$ cat config.mk
export PLATFORM = sky130hd
export DESIGN_NAME = serial_alu_ctrl
export DESIGN_NICKNAME = d
export VERILOG_FILES = /design/src/rtl/serial_alu_pkg.sv /design/src/rtl/alu_bit_slice.sv /design/src/rtl/serial_alu_ctrl.sv
export SDC_FILE = /design/constraint.sdc
export NUM_CORES = 1
export LEC_CHECK = 0
export ABC_AREA = 1
export CAP_MARGIN = 20
export CORE_MARGIN = 2
export CORE_UTILIZATION = 56
export DETAILED_ROUTE_END_ITERATION = 7
export GPL_ROUTABILITY_DRIVEN = 1
export PLACE_DENSITY = 0.84
export SETUP_SLACK_MARGIN = 0.1
export SLEW_MARGIN = 20
export SYNTH_ARGS = -nofsm -noshare
export SYNTH_HDL_FRONTEND = slang
export SYNTH_HIERARCHICAL = 1
export SYNTH_SLANG_ARGS = --single-unit
$ cat constraint.sdc
create_clock -name clk -period 13 [get_ports clk]
set_input_delay 1.95 -clock clk [delete_from_list [all_inputs] [get_ports clk]]
set_output_delay 1.95 -clock clk [all_outputs]
set_load 0.01 [all_outputs]
$ cat src/rtl/serial_alu_pkg.sv
// Shared definitions for the bit-serial ALU controller:
// operation codes and controller state encoding.
package serial_alu_pkg;

    localparam logic [1:0] OP_AND = 2'b00;
    localparam logic [1:0] OP_OR  = 2'b01;
    localparam logic [1:0] OP_ADD = 2'b10;
    localparam logic [1:0] OP_SUB = 2'b11;

    typedef enum logic [1:0] {
        S_IDLE = 2'd0,
        S_RUN  = 2'd1,
        S_DONE = 2'd2
    } state_t;

endpackage

$ cat src/rtl/alu_bit_slice.sv
// Combinational 1-bit ALU slice: AND, OR, or full-adder sum.
// Ports: a, b, cin (bit inputs), op (00 AND, 01 OR, 1x sum),
// cout (adder carry, 0 for AND/OR), result (slice output bit).
module alu_bit_slice
    import serial_alu_pkg::*;
(
    input  logic       a,
    input  logic       b,
    input  logic       cin,
    input  logic [1:0] op,
    output logic       cout,
    output logic       result
);

    always_comb begin
        result = 1'b0;
        cout   = 1'b0;
        unique case (op)
            OP_AND: result = a & b;
            OP_OR:  result = a | b;
            default: begin
                result = a ^ b ^ cin;
                cout   = (a & b) | (cin & (a ^ b));
            end
        endcase
    end

endmodule

$ cat src/rtl/serial_alu_ctrl.sv
// Bit-serial execute unit: feeds one operand bit per cycle (LSB
// first) through alu_bit_slice, holding the carry in a register.
// Ports: clk, reset (async, active-high); start_valid/start_ready
// request handshake with a, b, op; result/carry_out/result_valid
// with result_ready; busy while running.
// Optional SERIAL_ALU_FLAGS_EN adds zero_flag and overflow_flag.
module serial_alu_ctrl
    import serial_alu_pkg::*;
#(
    parameter int WIDTH = 32,
    parameter int CNT_W = $clog2(WIDTH)
) (
    input  logic             clk,
    input  logic             reset,
    input  logic             start_valid,
    output logic             start_ready,
    input  logic [WIDTH-1:0] a,
    input  logic [WIDTH-1:0] b,
    input  logic [1:0]       op,
    output logic [WIDTH-1:0] result,
    output logic             result_valid,
    input  logic             result_ready,
    output logic             carry_out,
`ifdef SERIAL_ALU_FLAGS_EN
    output logic             zero_flag,
    output logic             overflow_flag,
`endif
    output logic             busy
);

    state_t           state;
    state_t           state_nxt;
    logic [WIDTH-1:0] a_sh;
    logic [WIDTH-1:0] b_sh;
    logic [WIDTH-1:0] res_sh;
    logic [1:0]       op_q;
    logic             carry_q;
    logic [CNT_W-1:0] cnt;

    logic             s_b;
    logic [1:0]       s_op;
    logic             s_cout;
    logic             s_res;
    logic             accept;
    logic             last;
    logic             arith;

    assign accept = (state == S_IDLE) && start_valid;
    assign last   = (state == S_RUN) && (cnt == CNT_W'(WIDTH - 1));
    assign arith  = op_q[1];

    // SUB is a + ~b + 1: invert b here, the +1 is the preset carry.
    assign s_b  = b_sh[0] ^ (op_q == OP_SUB);
    assign s_op = arith ? OP_ADD : op_q;

    alu_bit_slice u_slice (
        .a      (a_sh[0]),
        .b      (s_b),
        .cin    (carry_q),
        .op     (s_op),
        .cout   (s_cout),
        .result (s_res)
    );

    always_ff @(posedge clk or posedge reset) begin
        if (reset)
            state <= S_IDLE;
        else
            state <= state_nxt;
    end

    always_comb begin
        state_nxt = state;
        unique case (state)
            S_IDLE: if (start_valid) state_nxt = S_RUN;
            S_RUN:  if (last) state_nxt = S_DONE;
            S_DONE: if (result_ready) state_nxt = S_IDLE;
            default: state_nxt = S_IDLE;
        endcase
    end

    always_comb begin
        start_ready  = (state == S_IDLE);
        busy         = (state == S_RUN);
        result_valid = (state == S_DONE);
    end

    // result/carry_out are loaded on the final RUN cycle so they stay
    // put through DONE and the following IDLE/RUN.
    always_ff @(posedge clk or posedge reset) begin
        if (reset) begin
            a_sh      <= '0;
            b_sh      <= '0;
            res_sh    <= '0;
            op_q      <= OP_AND;
            carry_q   <= 1'b0;
            cnt       <= '0;
            result    <= '0;
            carry_out <= 1'b0;
        end else if (accept) begin
            a_sh    <= a;
            b_sh    <= b;
            op_q    <= op;
            cnt     <= '0;
            carry_q <= (op == OP_SUB);
        end else if (state == S_RUN) begin
            a_sh    <= a_sh >> 1;
            b_sh    <= b_sh >> 1;
            res_sh  <= {s_res, res_sh[WIDTH-1:1]};
            carry_q <= s_cout;
            cnt     <= cnt + CNT_W'(1);
            if (last) begin
                result    <= {s_res, res_sh[WIDTH-1:1]};
                carry_out <= arith & s_cout;
            end
        end
    end

`ifdef SERIAL_ALU_FLAGS_EN
    logic zero_q;

    // zero_q is sticky: any 1 result bit clears it for the operation.
    always_ff @(posedge clk or posedge reset) begin
        if (reset) begin
            zero_q        <= 1'b0;
            zero_flag     <= 1'b0;
            overflow_flag <= 1'b0;
        end else if (accept) begin
            zero_q <= 1'b1;
        end else if (state == S_RUN) begin
            zero_q <= zero_q & ~s_res;
            if (last) begin
                zero_flag     <= zero_q & ~s_res;
                overflow_flag <= arith & (carry_q ^ s_cout);
            end
        end
    end
`endif

endmodule

* After elaboration in Yosys (flattened, before gate mapping)
Index checks and enable logic that the tools add are counted.
** Storage, ports and cells
- Bits in registers :: 139
- Input port bits :: 70
- Word-level logic and storage cells :: 52
- Output and inout port bits :: 36
** Operators by class
- Reductions and logical operators :: 9
- Bitwise logic cells :: 9
- Muxes and demuxes :: 15
- Eq/ne operators :: 9
- Add/subtract/negate cells :: 1
** Operators with widths (number)
- 32-bit 2-to-1 mux :: 4
- 5-bit 2-to-1 mux :: 2
- 2-bit 2-to-1 mux :: 4
- 2-bit == test, second input constant :: 3
- 2-bit case mux with 3 select lines :: 1
- 3-bit AND reduction :: 2
- 5-bit by 1-bit adder with 5-bit output, second input constant :: 1
- 5-bit == test, second input constant :: 1
- 2-bit by 1-bit == test with 1-bit output, second input constant :: 2
- 2-bit zero test :: 2
- 2-bit by 1-bit inequality test with 1-bit output, second input constant :: 2
- 1-bit bitwise AND :: 3
- 1-bit 2-to-1 mux :: 3
- 1-bit bitwise XOR :: 3
- 1-bit logical AND :: 2
- 2-bit inequality test, second input constant :: 1
- 1-bit bitwise OR :: 2
- 1-bit case mux with 2 select lines :: 1
- 2-bit AND reduction :: 1
- 2-bit nonzero test :: 1
- 2-bit OR reduction :: 1
- 1-bit inverter :: 1

* Logic depth before layout (Yosys ltp)
Gate-level depths: netlist of the first run.
- Depth in word-level cells :: 8
- Depth in mapped cells :: 9
- Depth with buffers taken out :: 9

* Modules after synthesis
The synthesis of the first run kept the hierarchy.
** Modules (own cells, without submodules)
- serial_alu_ctrl :: cells an instance 642, area each 5751.8 um2, times used 1
- alu_bit_slice :: cells an instance 15, area each 93.8 um2, times used 1

* Worst setup path before layout of the first run
No wires, ideal clock.
- Kind :: reg-to-output
- From :: register state[0]
- To :: output busy
- Required time :: 11.050 ns
- Setup slack :: 10.187 ns
- Stages on the path, launching flop included :: 5
- Arrival time :: 0.863 ns
- Cell sequence :: dfrtp_1 inv_2 nor2_2 buf_4 buf_4
** Between the ends
- Word-level cells in the longest chain between the ends :: 1
** Ends and longest elaborated chain
- start, declared :: RTL line serial_alu_ctrl.sv:31 : state_t state;
- start signal, assigned :: RTL line serial_alu_ctrl.sv:69 : state <= state_nxt;
- 2-bit by 1-bit == test with 1-bit output :: RTL line serial_alu_ctrl.sv:84 : busy = (state == S_RUN);
- end, declared :: RTL line serial_alu_ctrl.sv:28 : output logic busy
No other way between the ends.

* Final worst setup path of the first run
- From :: register state[0]
- To :: output start_ready
** Between the ends
- Word-level cells in the longest chain between the ends :: 1
** Ends and longest elaborated chain
- 2-bit zero test :: RTL line serial_alu_ctrl.sv:83 : start_ready = (state == S_IDLE);
- end, declared :: RTL line serial_alu_ctrl.sv:16 : output logic start_ready,
No other way between the ends.

==> results.txt, run 1 <==
The average routed wire per standard cell came out at 13.3 µm. The critical-path maximum fanout is 5. The fmax came out at between 0.2 and 0.3 GHz. Once detailed placement completed, the half-perimeter wirelength came to 7580 µm. The number of antenna-violating nets in the routed design came out at 0.

The number of antenna violations at the first check in global routing came to 0. The net count of the finished layout is 826. Summed over all layers, the routed wires come to 12000 µm. Data arrives at the worst endpoint at 1.82 ns. The worst register-to-register path ends at result[26]. For hold timing, the worst endpoint is result[18].

Once the clock tree was built, the resizer swapped 0 gates to a different size. The number of design-rule violations left by the first detailed-router iteration is roughly 340. The relative slew slack came out at 0.450. The max-slew violation count came out at 0. Synthesis inferred between 100 and 150 register bits. After layout, the minimum clock period comes to 3.77 ns. The first-pass GRT wire length came out at 20300 µm. The core box area came out at 10200 µm². The startpoint identified for the worst register-to-register timing path is state[0]. The kind of capture point of the worst setup path is an output pin. The peak supply drop came out at about 0.086 mV. The weighted congestion reported at the end of routability-driven placement is 0.828. The clock buffer count from CTS is 17. In this run the post-CTS setup repair buffer count came out at 0. The antenna cell count came out at 0. Compared with the post-synthesis result, the final layout area differs by 28.1%. In this run, post-CTS hold repair placed 0 buffers. The average size of a mapped cell is 8.90 µm². The analysis attributes to cell leakage a power of 3.51 nW. In this run the power density over the cells is 209 nW/µm².

The die boundary height is 106 µm. For this block, the via count after detailed routing is 4617. The number of setup violations in the final report came out at 0. The mapped netlist covers 5850 µm². The number of fillers in the final layout came out at 734. CTS placed an instance of clkbuf_8 at the clock tree root. Among all flip-flop cells after synthesis, the most frequent one is dfrtp_1. The largest individual stage delay along the critical path comes from the cell clkdlybuf4s50_1. The run finished with clean final reports. Dividing the final minimum period by the clock period gives 0.290.

The kind of path behind the tightest hold check is reg2reg. The instance count along the most critical hold path came out at 2. The required time at the worst-slack endpoint is 11.05 ns. Counting cells, the worst reg-to-reg path comes to 7.

Traced cell by cell, the critical path runs through nor2_1 > clkdlybuf4s50_1. The startpoint-to-endpoint class of the critical path is reg2out. The share of cells above drive strength 1 came out at 0.0890.

The delay of the slowest cell on the worst path is 0.61 ns. The die outline area came out at 11300 µm². The horizontal die dimension is 106 µm.

The clock latency at the later pin of the worst-skew pair is 0.53 ns. The number of warnings printed during yosys synthesis is 6. Pin placement for this block handled 106 I/O pins. The maximum clock skew at final layout came out at 0.0117 ns. The post-place setup slack came out at 9.04 ns.

Entering global routing, the biggest net connects 129 pins. The number of optimization iterations in the first detailed-route pass came out at 5. The maximum level of the CTS H-tree is 4. The worst hold path begins at result[18].

The longest clock path from root to sink contains 2 buffers. Max-cap violations in this run came to 0. The sequential cell area is approximately 3500 µm². The share of the yosys chip area belonging to registers is 0.591. The number of global-route vias before repair is 4437.

The final sum of negative setup slack came out at 0 ns. The CTS clock-pin slew for the worst setup and hold paths is 0.06 ns. The number of sinks driven by the clock tree came out at 138.

The hold violation count in the final report is 0. The number of standard cells after synthesis came out at 657. STA classifies the critical path startpoint as a flip-flop. The number of unique standard cell types used by synthesis came out at 20. Setup repair after global routing left no endpoint under its margin. The aggregate global routing overflow is 0. The total DRC errors in the routed layout came out at 0. The least setup slack across all paths after layout is 9.23 ns. For the pin with the worst max-slew slack, the measured transition is 0.825 ns. In this run the cell area measured after placement is 6890 µm². After floorplanning, the core was divided into 37 placement rows.

Summing all multi-input logic gate instances after layout gives ~2000 µm². The CTS tree is done. Dividing the detail-routed via count by the number of cells gives 5.13. The number of port buffers came out at 105. The number of synthesized flops with an enable pin came out at 0. After synthesis, the share of flip-flops with an asynchronous set or reset is 1.00.

The cell area after layout came out at about 7500 µm². The worst-case register-to-register setup slack is 10.34 ns. The total global-route track usage is 0.227. The number of nets in the synthesized netlist came out at 732. The effective utilization at floorplan is 0.571.
==> cell usage after synthesis (4+ instances only) <==
cell,n,share of area
buf_6,6,0.012
nor2_1,7,0.0045
inv_1,45,0.029
nand2_1,283,0.18
o21ai_0,38,0.033
ha_1,4,0.0086
clkbuf_1,8,0.0051
dfrtp_1,138,0.59
nand3_1,65,0.056
buf_4,14,0.018
o21ai_1,7,0.0060
o21ai_2,25,0.037
buf_2,7,0.0060
==> power breakdown <==
| part | switching (mW) | internal, mW | total, mW |
|---|---|---|---|
| registers | 0.0915 | 0.584 | 0.675 |
| clock network | 0.201 | 0.281 | 0.482 |
| logic | 0.230 | 0.180 | 0.410 |
| total | 0.522 | 1.04 | 1.57 |
==> kinds of logic (layout without fill, tap and decap cells) <==
kind of cell / count (synthesis) / count (layout) / synth area share
compound gates: 73 / 73 / 0.0798
xor+xnor: 1 / 1 / 0.00150
fa+ha+maj: 5 / 5 / 0.0120
buf+inv: 82 / 189 / 0.0708
flops: 138 / 138 / 0.591
simple gates: 358 / 358 / 0.245
==> state kept, by name, summed over array words and instances, names as in the netlist <==
signal	count
a_sh	32
b_sh	32
result	32
res_sh	31
cnt	5
op_q	2
state	2
carry_out	1
carry_q	1
==> layer usage <==
| layer | vias up | global-route usage | part of all wire |
|---|---|---|---|
| li1 | 2250 | - | - |
| met1 | 2196 | 0.303 | 0.43 |
| met2 | 156 | 0.360 | 0.49 |
| met3 | 15 | 0.0797 | 0.065 |
| met4 | 0 | 0.0545 | 0.013 |
| met5 | - | 0 | 0 |
==> through the flow <==
| stage | utilization | instances | power [mW] | hold WS (ns) |
|---|---|---|---|---|
| 2_1_floorplan | - | 657 | 0.943 | 0.448 |
| 3_3_place_gp | 0.674 | 868 | 1.06 | 0.462 |
| 3_5_place_dp | 0.674 | 868 | 1.09 | 0.469 |
| 4_1_cts | 0.731 | 900 | 1.58 | 0.485 |
| 5_1_grt | 0.732 | 900 | 1.67 | 0.500 |
| 6_report | 0.732 | 900 | 1.57 | 0.480 |
==> layout by cell type, fill, tap and decap left out, drive strengths merged, types with 2 or more instances in the layout <==
cell type,instances
nand2,283
dfrtp,138
clkdlybuf4s50,105
o21ai,70
nand3,65
inv,56
clkbuf,17
nor2,9
buf,5
ha,4
clkinvlp,3
o211ai,2
bufinv,2
==> worst max-delay path: cells and delay by family (launching register included) <==
| family | cells | cell delay (ns) |
|---|---|---|
| buffers and inverters | 1 | 0.61 |
| flip-flops | 1 | 0.46 |
| AND/OR/NAND/NOR | 1 | 0.24 |
==> worst max-delay path by stage <==
stage	from	to	slack [ns]	depth (start not counted)
floorplan	reset	a_sh[0]	7.35	1
global placement	reset	a_sh[16]	9.14	3
detailed placement	start_valid	a_sh[31]	9.04	5
CTS	state[0]	start_ready	9.24	2
global route	state[0]	start_ready	9.18	2
finish	state[0]	start_ready	9.23	2
==> final cells by class <==
class	count	share of cell area
Sequential cell	138	0.461
Clock inverter	15	0.0237
Inverter	47	0.0242
Clock buffer	17	0.0553
Tap cell	136	0.0227
Multi-Input combinational cell	437	0.267
Timing Repair Buffer	110	0.146
Power figures use the tool's default switching activity.
==> run 2, diff against run 1 <==
CORE_UTILIZATION = 47   (was 56)
PLACE_DENSITY = 0.76   (was 0.84)
clock period = 3.23 ns   (was 13 ns; I/O delays follow)
==> run 2 against run 1 <==
Against the previous run: clock-buffer cell count grew 2; sequential share of layout area is 0.68 points lower; routed wire length shrank 1.7%; register-to-register slack worse by 9.2 ns; sequential power rose to 4.0 times the previous value; via count is 3.0% lower; global-route usage fell by 4.0 points; largest cell class unchanged; largest power group unchanged.
==> results.txt, run 2 (same netlist as run 1, synthesis figures left out) <==
The number of gates on the worst path with buffers counted is 2 (unchanged). The average via count per standard cell is 4.79 (was 5.13). The required time at the worst-slack endpoint is 2.75 ns (was 11.05 ns).

The weighted congestion reported at the end of routability-driven placement is 0.775 (was 0.828). The startpoint-to-endpoint class of the critical path was reg2out (unchanged). The die outline area came out at 13300 µm² (was 11300 µm²).

The hold violation count in the final report came out at 0 (unchanged). The clock network power share is 0.318 (was 0.307). The data arrival time of the worst path came out at 1.69 ns (was 1.82 ns). The antenna cell count came out at 0 (unchanged).

The final wirelength came out at 11800 µm (was 12000 µm). The number of design-rule violations left by the first detailed-router iteration came out at 392 (was 344). The sequential cell area is 3450 µm² (unchanged). The relative slew slack is 0.534 (was 0.450).

The cell at the root of the clock tree is clkbuf_16 (was clkbuf_8). The number of setup violations in the final report came out at 0 (unchanged). The peak supply drop is 0.356 mV (was 0.0861 mV).

The die boundary height is 116 µm (was 106 µm). The number of port buffers was 105 (unchanged). The max-capacitance violation count was 0 (unchanged). The transition time at the pin with the least slew margin is 0.699 ns (was 0.825 ns). The placed cell count came out at 903 (was 868). The fraction of power consumed by combinational cells is 0.258 (was 0.262).

The total global-route track usage came out at 0.187 (was 0.227). The part of the total power dissipated in sequential elements came out at 0.424 (was 0.431). The kind of path behind the tightest hold check is reg2reg (unchanged). The critical path startpoint category is a flip-flop (unchanged). The number of global-route vias before repair is 4340 (was 4437). The wire length on met3 came out at 811 µm (was 774 µm).

The power per standard cell area was 840 nW/µm² (was 209 nW/µm²). The share of cells above drive strength 1 came out at 0.0900 (was 0.0890). The largest net degree at the start of global routing came out at 139 (was 129). The cell class contributing the biggest share of worst-path delay is buffers and inverters (unchanged). Top library cells by usage in the layout, fill and taps aside: nand2_1, dfrtp_1, clkdlybuf4s50_1 (unchanged). The number of sinks driven by the clock tree is 138 (unchanged). The number of antenna-violating nets in the routed design came out at 0 (unchanged). The horizontal die dimension came to 116 µm (was 106 µm). The count of boundary I/O pins is 106 (unchanged).

The maximum clock skew at final layout came to 0.00547 ns (was 0.0117 ns). The standard-cell row count is 40 (was 37). The worst-path cell with the longest stage delay is clkdlybuf4s50_1 (unchanged). The critical-path maximum fanout came out at 5 (unchanged). The met2 routed wirelength is 5420 µm (was 5900 µm). Series of cell instances along the critical path: nor2_1 > clkdlybuf4s50_1 (unchanged). The internal cell power is 4.39 mW (was 1.04 mW). The max-slew violation count is 0 (unchanged). The first-pass GRT wire length is 19800 µm (was 20300 µm).

The number of fillers in the final layout was 992 (was 734). The uppermost metal layer occupied by signal nets is met4 (unchanged). The CTS tree is done (unchanged). The instance count along the most critical hold path is 2 (unchanged). The number of antenna violations at the first check in global routing came out at 0 (unchanged). The CTS clock-pin slew for the worst setup and hold paths came out at 0.06 ns (about the same). The clock period could shrink to about 2.2 ns. The switching power total came out at 2.00 mW (was 522 µW). The static leakage was 3.54 nW (was 3.51 nW). The number of buffers inserted by post-CTS setup repair is 0 (unchanged). The most common cell after layout, fill and taps aside is nand2_1 (unchanged). The net count of the finished layout is 829 (was 826). The final sum of negative setup slack came to 0 ns (unchanged). The count of vias placed by the detailed router was 4478 (was 4617). The post-cts repair resize count came out at 0 (unchanged).

The kind of capture point of the worst setup path is an output pin (unchanged). The number of hold buffers added after CTS came to 0 (unchanged). The average routed wire per standard cell came out at 12.6 µm (was 13.3 µm). The total DRC errors in the routed layout is 0 (unchanged).

The worst reg2reg path depth came out at 8 (was 7). The maximum level of the CTS H-tree is 4 (unchanged). The delay of the slowest cell on the worst path was 0.62 ns (was 0.61 ns). Biggest regs: a_sh x32, b_sh x32, result x32 (unchanged). Outcome: complete, no violations (unchanged). The final worst-path cycle share came out at 0.675. The wire length the detailed router placed on met1 came out at 5470 µm (was 5160 µm). The total half-perimeter wirelength after legalization and detailed placement came to 7660 µm (was 7580 µm). The effective utilization at floorplan came to 0.485 (was 0.571). The count of buffering cells on the critical path with inverters included is 1 (unchanged).

The fmax came out at 0.459 GHz. The total area of multi-input combinational cells is 2000 µm² (unchanged). The aggregate global routing overflow came out at 0 (unchanged). The non-filler instance count after layout is 935 (was 900). The clock latency at the later pin of the worst-skew pair came out at 0.40 ns (was 0.53 ns). The area added between synthesis and finish came to 30.1% (was 28.1%).

The switching power share of the total was 0.313 (was 0.333). The worst-case register-to-register setup slack came out at 1.12 ns (was 10.34 ns). The clock buffer count from CTS came out at 17 (unchanged). The maximum count of clock buffers along a single path came out at 2 (unchanged).

Setup repair after global routing missed its margin: false (unchanged). The core box area came to 12100 µm² (was 10200 µm²). The number of optimization iterations in the first detailed-route pass is 5 (unchanged).
==> run 2: metal layers <==
layer	GRT usage	vias up
met1	0.261	2079
met4	0.0546	0
met3	0.0633	8
li1	-	2260
met5	0	-
met2	0.279	131
==> run 2: tightest hold or removal path, stage by stage (launching register included) <==
cell     delay [ns]
dfrtp_1        0.34
nand2_1        0.06
o21ai_2        0.04
==> run 2: path summary, 6_finish.rpt <==
| kind | from | endpoint |
|---|---|---|
| max | state[0] | start_ready |
| min | result[14] | result[14] |
| max reg2reg | cnt[0] | result[25] |
| min reg2reg | result[14] | result[14] |
| max in group asynchronous | reset | b_sh[12] |
| min in group asynchronous | reset | a_sh[21] |
==> run 2: cell type report <==
class | count | share of cell area
Clock inverter | 13 | 0.0252
Inverter | 47 | 0.0237
Timing Repair Buffer | 113 | 0.149
Clock buffer | 19 | 0.0569
Multi-Input combinational cell | 437 | 0.263
Tap cell | 168 | 0.0276
Sequential cell | 138 | 0.454
==> run 2: power by group through the flow <==
stage                     Sequential, mW  Clock, mW  Combinational (mW)
after floorplan                     2.69          0                1.11
after global placement              2.69          0                1.60
after detailed placement            2.72          0                1.66
after CTS                           2.71       2.07                1.68
after global routing                2.77       2.15                1.90
final                               2.71       2.03                1.65
==> run 2: stage by stage <==
stage	power, mW	setup WS (ns)	util	cell area (µm²)	hold slack [ns]
floorplan	3.80	1.02	-	5850	0.448
finish	6.39	1.05	0.630	7600	0.481
global route	6.82	0.925	0.630	7600	0.498
CTS	6.46	1.03	0.630	7600	0.481
global placement	4.29	1.08	0.579	6980	0.462
detailed placement	4.38	1.01	0.579	6980	0.466
==> run 3, diff against run 2 <==
CORE_UTILIZATION = 52   (was 47)
PLACE_DENSITY = 0.79   (was 0.76)
clock period = 2.1 ns   (was 3.23 ns; I/O delays follow)
==> run 3 against run 2 <==
Against the previous run: clock skew grew 0.0018 ns; via count rose by 3.5%; die area fell by 9.3%; critical endpoint unchanged; largest cell class unchanged; largest power group unchanged.
==> results.txt, run 3 (same netlist as run 1, synthesis figures left out) <==
Outcome: complete, no violations (unchanged). The max-slew violation count is 0 (unchanged). The endpoint of the worst-slack reg-to-reg timing path is res_sh[31] (was result[25]). The CTS clock-pin slew for the worst setup and hold paths is 0.06 ns (about the same).

The relative slew slack came out at 0.716 (was 0.534). The die outline area is 12100 µm² (was 13300 µm²). The final worst-path cycle share came out at 0.886. The startpoint-to-endpoint class of the critical path was reg2out (unchanged). The maximum level of the CTS H-tree came to 4 (unchanged). The average via count per standard cell was 5.10 (was 4.79).

The worst reg2reg path depth came out at 8 (unchanged). The maximum clock skew at final layout is 0.00723 ns (was 0.00547 ns). The number of design-rule violations left by the first detailed-router iteration came out at 294 (was 392). The core box area was 10900 µm² (was 12100 µm²).

The count of buffering cells on the critical path with inverters included came to 1 (unchanged). The final sum of negative setup slack is 0 ns (unchanged). The number of global-route vias before repair came to 4493 (was 4340). The total DRC errors in the routed layout was 0 (unchanged). The horizontal die dimension came out at 110 µm (was 116 µm). The final wirelength came out at 12400 µm (was 11800 µm). The cell class contributing the biggest share of worst-path delay is flip-flops (was buffers and inverters). The number of buffers inserted by post-CTS setup repair is 0 (unchanged). The post-cts repair resize count is 4 (was 0).

The max-capacitance violation count is 0 (unchanged). The origin of the worst setup path is state[0] (unchanged). The static leakage came out at 3.58 nW (was 3.54 nW). The worst hold slack was 0.255 ns (was 0.481 ns). The launch point of the worst reg-to-reg path is op_q[1] (was cnt[0]). The antenna cell count is 0 (unchanged). The average routed wire per standard cell came out at 13.6 µm (was 12.6 µm).

The delay of the slowest cell on the worst path is 0.46 ns (was 0.62 ns). The clock latency at the later pin of the worst-skew pair came out at 0.52 ns (was 0.40 ns). The count of vias placed by the detailed router is 4634 (was 4478). The critical path startpoint category is a flip-flop (unchanged).

The largest net degree at the start of global routing is 93 (was 139). The share of cells above drive strength 1 is 0.0949 (was 0.0900). The number of setup violations in the final report came to 0 (unchanged).

The area added between synthesis and finish came to 30.5% (was 30.1%). The total half-perimeter wirelength after legalization and detailed placement came out at 8080 µm (was 7660 µm). The maximum count of clock buffers along a single path was 2 (unchanged). The net count of the finished layout is 831 (was 829). The number of sinks driven by the clock tree came out at 138 (unchanged). The worst-path cell with the longest stage delay is dfrtp_2 (was clkdlybuf4s50_1). Counting I/O delays and the setup requirement, the final critical path takes roughly 1.9 ns. The peak supply drop came out at 0.641 mV (was 0.356 mV).

The number of port buffers is 105 (unchanged). For this run, the top clock speed supported by timing is 0.538 GHz. The worst-case register-to-register setup slack came out at 0.31 ns (was 1.12 ns). The kind of path behind the tightest hold check is in2async (was reg2reg). The count of boundary I/O pins is 106 (unchanged). The data arrival time of the worst path is 1.55 ns (was 1.69 ns).

The die boundary height is 110 µm (was 116 µm). The CTS tree is done (unchanged). The critical-path maximum fanout is 5 (unchanged). The most common cell after layout, fill and taps aside is nand2_1 (unchanged).

Top library cells by usage in the layout, fill and taps aside: nand2_1, dfrtp_1, clkdlybuf4s50_1 (unchanged). The total global-route track usage was 0.218 (was 0.187). Series of cell instances along the critical path: nor2_1 > dlygate4sd2_1 (was nor2_1 > clkdlybuf4s50_1). The first-pass GRT wire length is 20400 µm (was 19800 µm). The kind of capture point of the worst setup path is an output pin (unchanged).

The effective utilization at floorplan came out at 0.537 (was 0.485). The hold violation count in the final report came out at 0 (unchanged). The weighted congestion reported at the end of routability-driven placement came out at 0.825 (was 0.775). Setup repair after global routing missed its margin: false (unchanged). The standard-cell row count came out at 38 (was 40). The number of fillers in the final layout is 817 (was 992).

The number of optimization iterations in the first detailed-route pass came to 4 (was 5). The number of antenna-violating nets in the routed design was 0 (unchanged). The number of hold buffers added after CTS is 0 (unchanged). The transition time at the pin with the least slew margin came out at 0.426 ns (was 0.699 ns). The aggregate global routing overflow is 0 (unchanged). The cell at the root of the clock tree is clkbuf_8 (was clkbuf_16).

Biggest regs: a_sh x32, b_sh x32, result x32 (unchanged). The power per standard cell area came out at 1290 nW/µm² (was 840 nW/µm²). The clock buffer count from CTS came to 17 (unchanged). The number of antenna violations at the first check in global routing came out at 0 (unchanged).

The required time at the worst-slack endpoint came out at 1.78 ns (was 2.75 ns).
[run 3: cell type report]
type	count	area, µm²	area share
flip-flops and latches	138	3450	0.453
well taps	140	175	0.0230
repair buffers	115	1210	0.159
clock inverters	14	195	0.0256
clock buffers	18	418	0.0548
multi-input cells	437	2000	0.262
inverters	47	180	0.0236
[run 3: how the worst max path moves through the flow]
| stage | to | slack [ns] | cells after the start |
|---|---|---|---|
| 4_1_cts | start_ready | 0.24 | 2 |
| 2_1_floorplan | a_sh[0] | 0.06 | 1 |
| 3_5_place_dp | res_sh[31] | 0.32 | 8 |
| 3_3_place_gp | result[31] | 0.42 | 8 |
| 6_report | start_ready | 0.24 | 2 |
| 5_1_grt | res_sh[31] | 0.15 | 8 |
[run 3: power breakdown]
group,total [mW],internal (mW),switching (mW)
registers,4.17,3.62,0.556
clock network,3.10,1.94,1.16
logic,2.61,1.17,1.44
[run 3: routing by layer]
layer  GRT usage  part of all wire
met2       0.350              0.49
met4      0.0732             0.016
met3      0.0717             0.066
met1       0.278              0.42
met5           0                 0
[run 3: per-stage QoR]
step | worst slack (ns) | util | std cells | total power [mW] | area [µm²]
after detailed placement | 0.321 | 0.645 | 877 | 6.82 | 7020
after floorplan | 0.0639 | - | 657 | 5.84 | 5850
after global placement | 0.424 | 0.645 | 877 | 6.62 | 7020
after global routing | 0.153 | 0.701 | 909 | 10.5 | 7630
final | 0.240 | 0.701 | 909 | 9.88 | 7630
after CTS | 0.242 | 0.701 | 909 | 9.96 | 7630
[run 3: worst reg2reg max path, stage by stage, from the launching register on]
cell and delay, ns:
dfrtp_1 0.41, nand2_1 0.09, xnor2_1 0.18, inv_1 0.11, fa_1 0.47, or2_1 0.23, nand2_1 0.08, nand2_1 0.06
o21ai_0 0.09
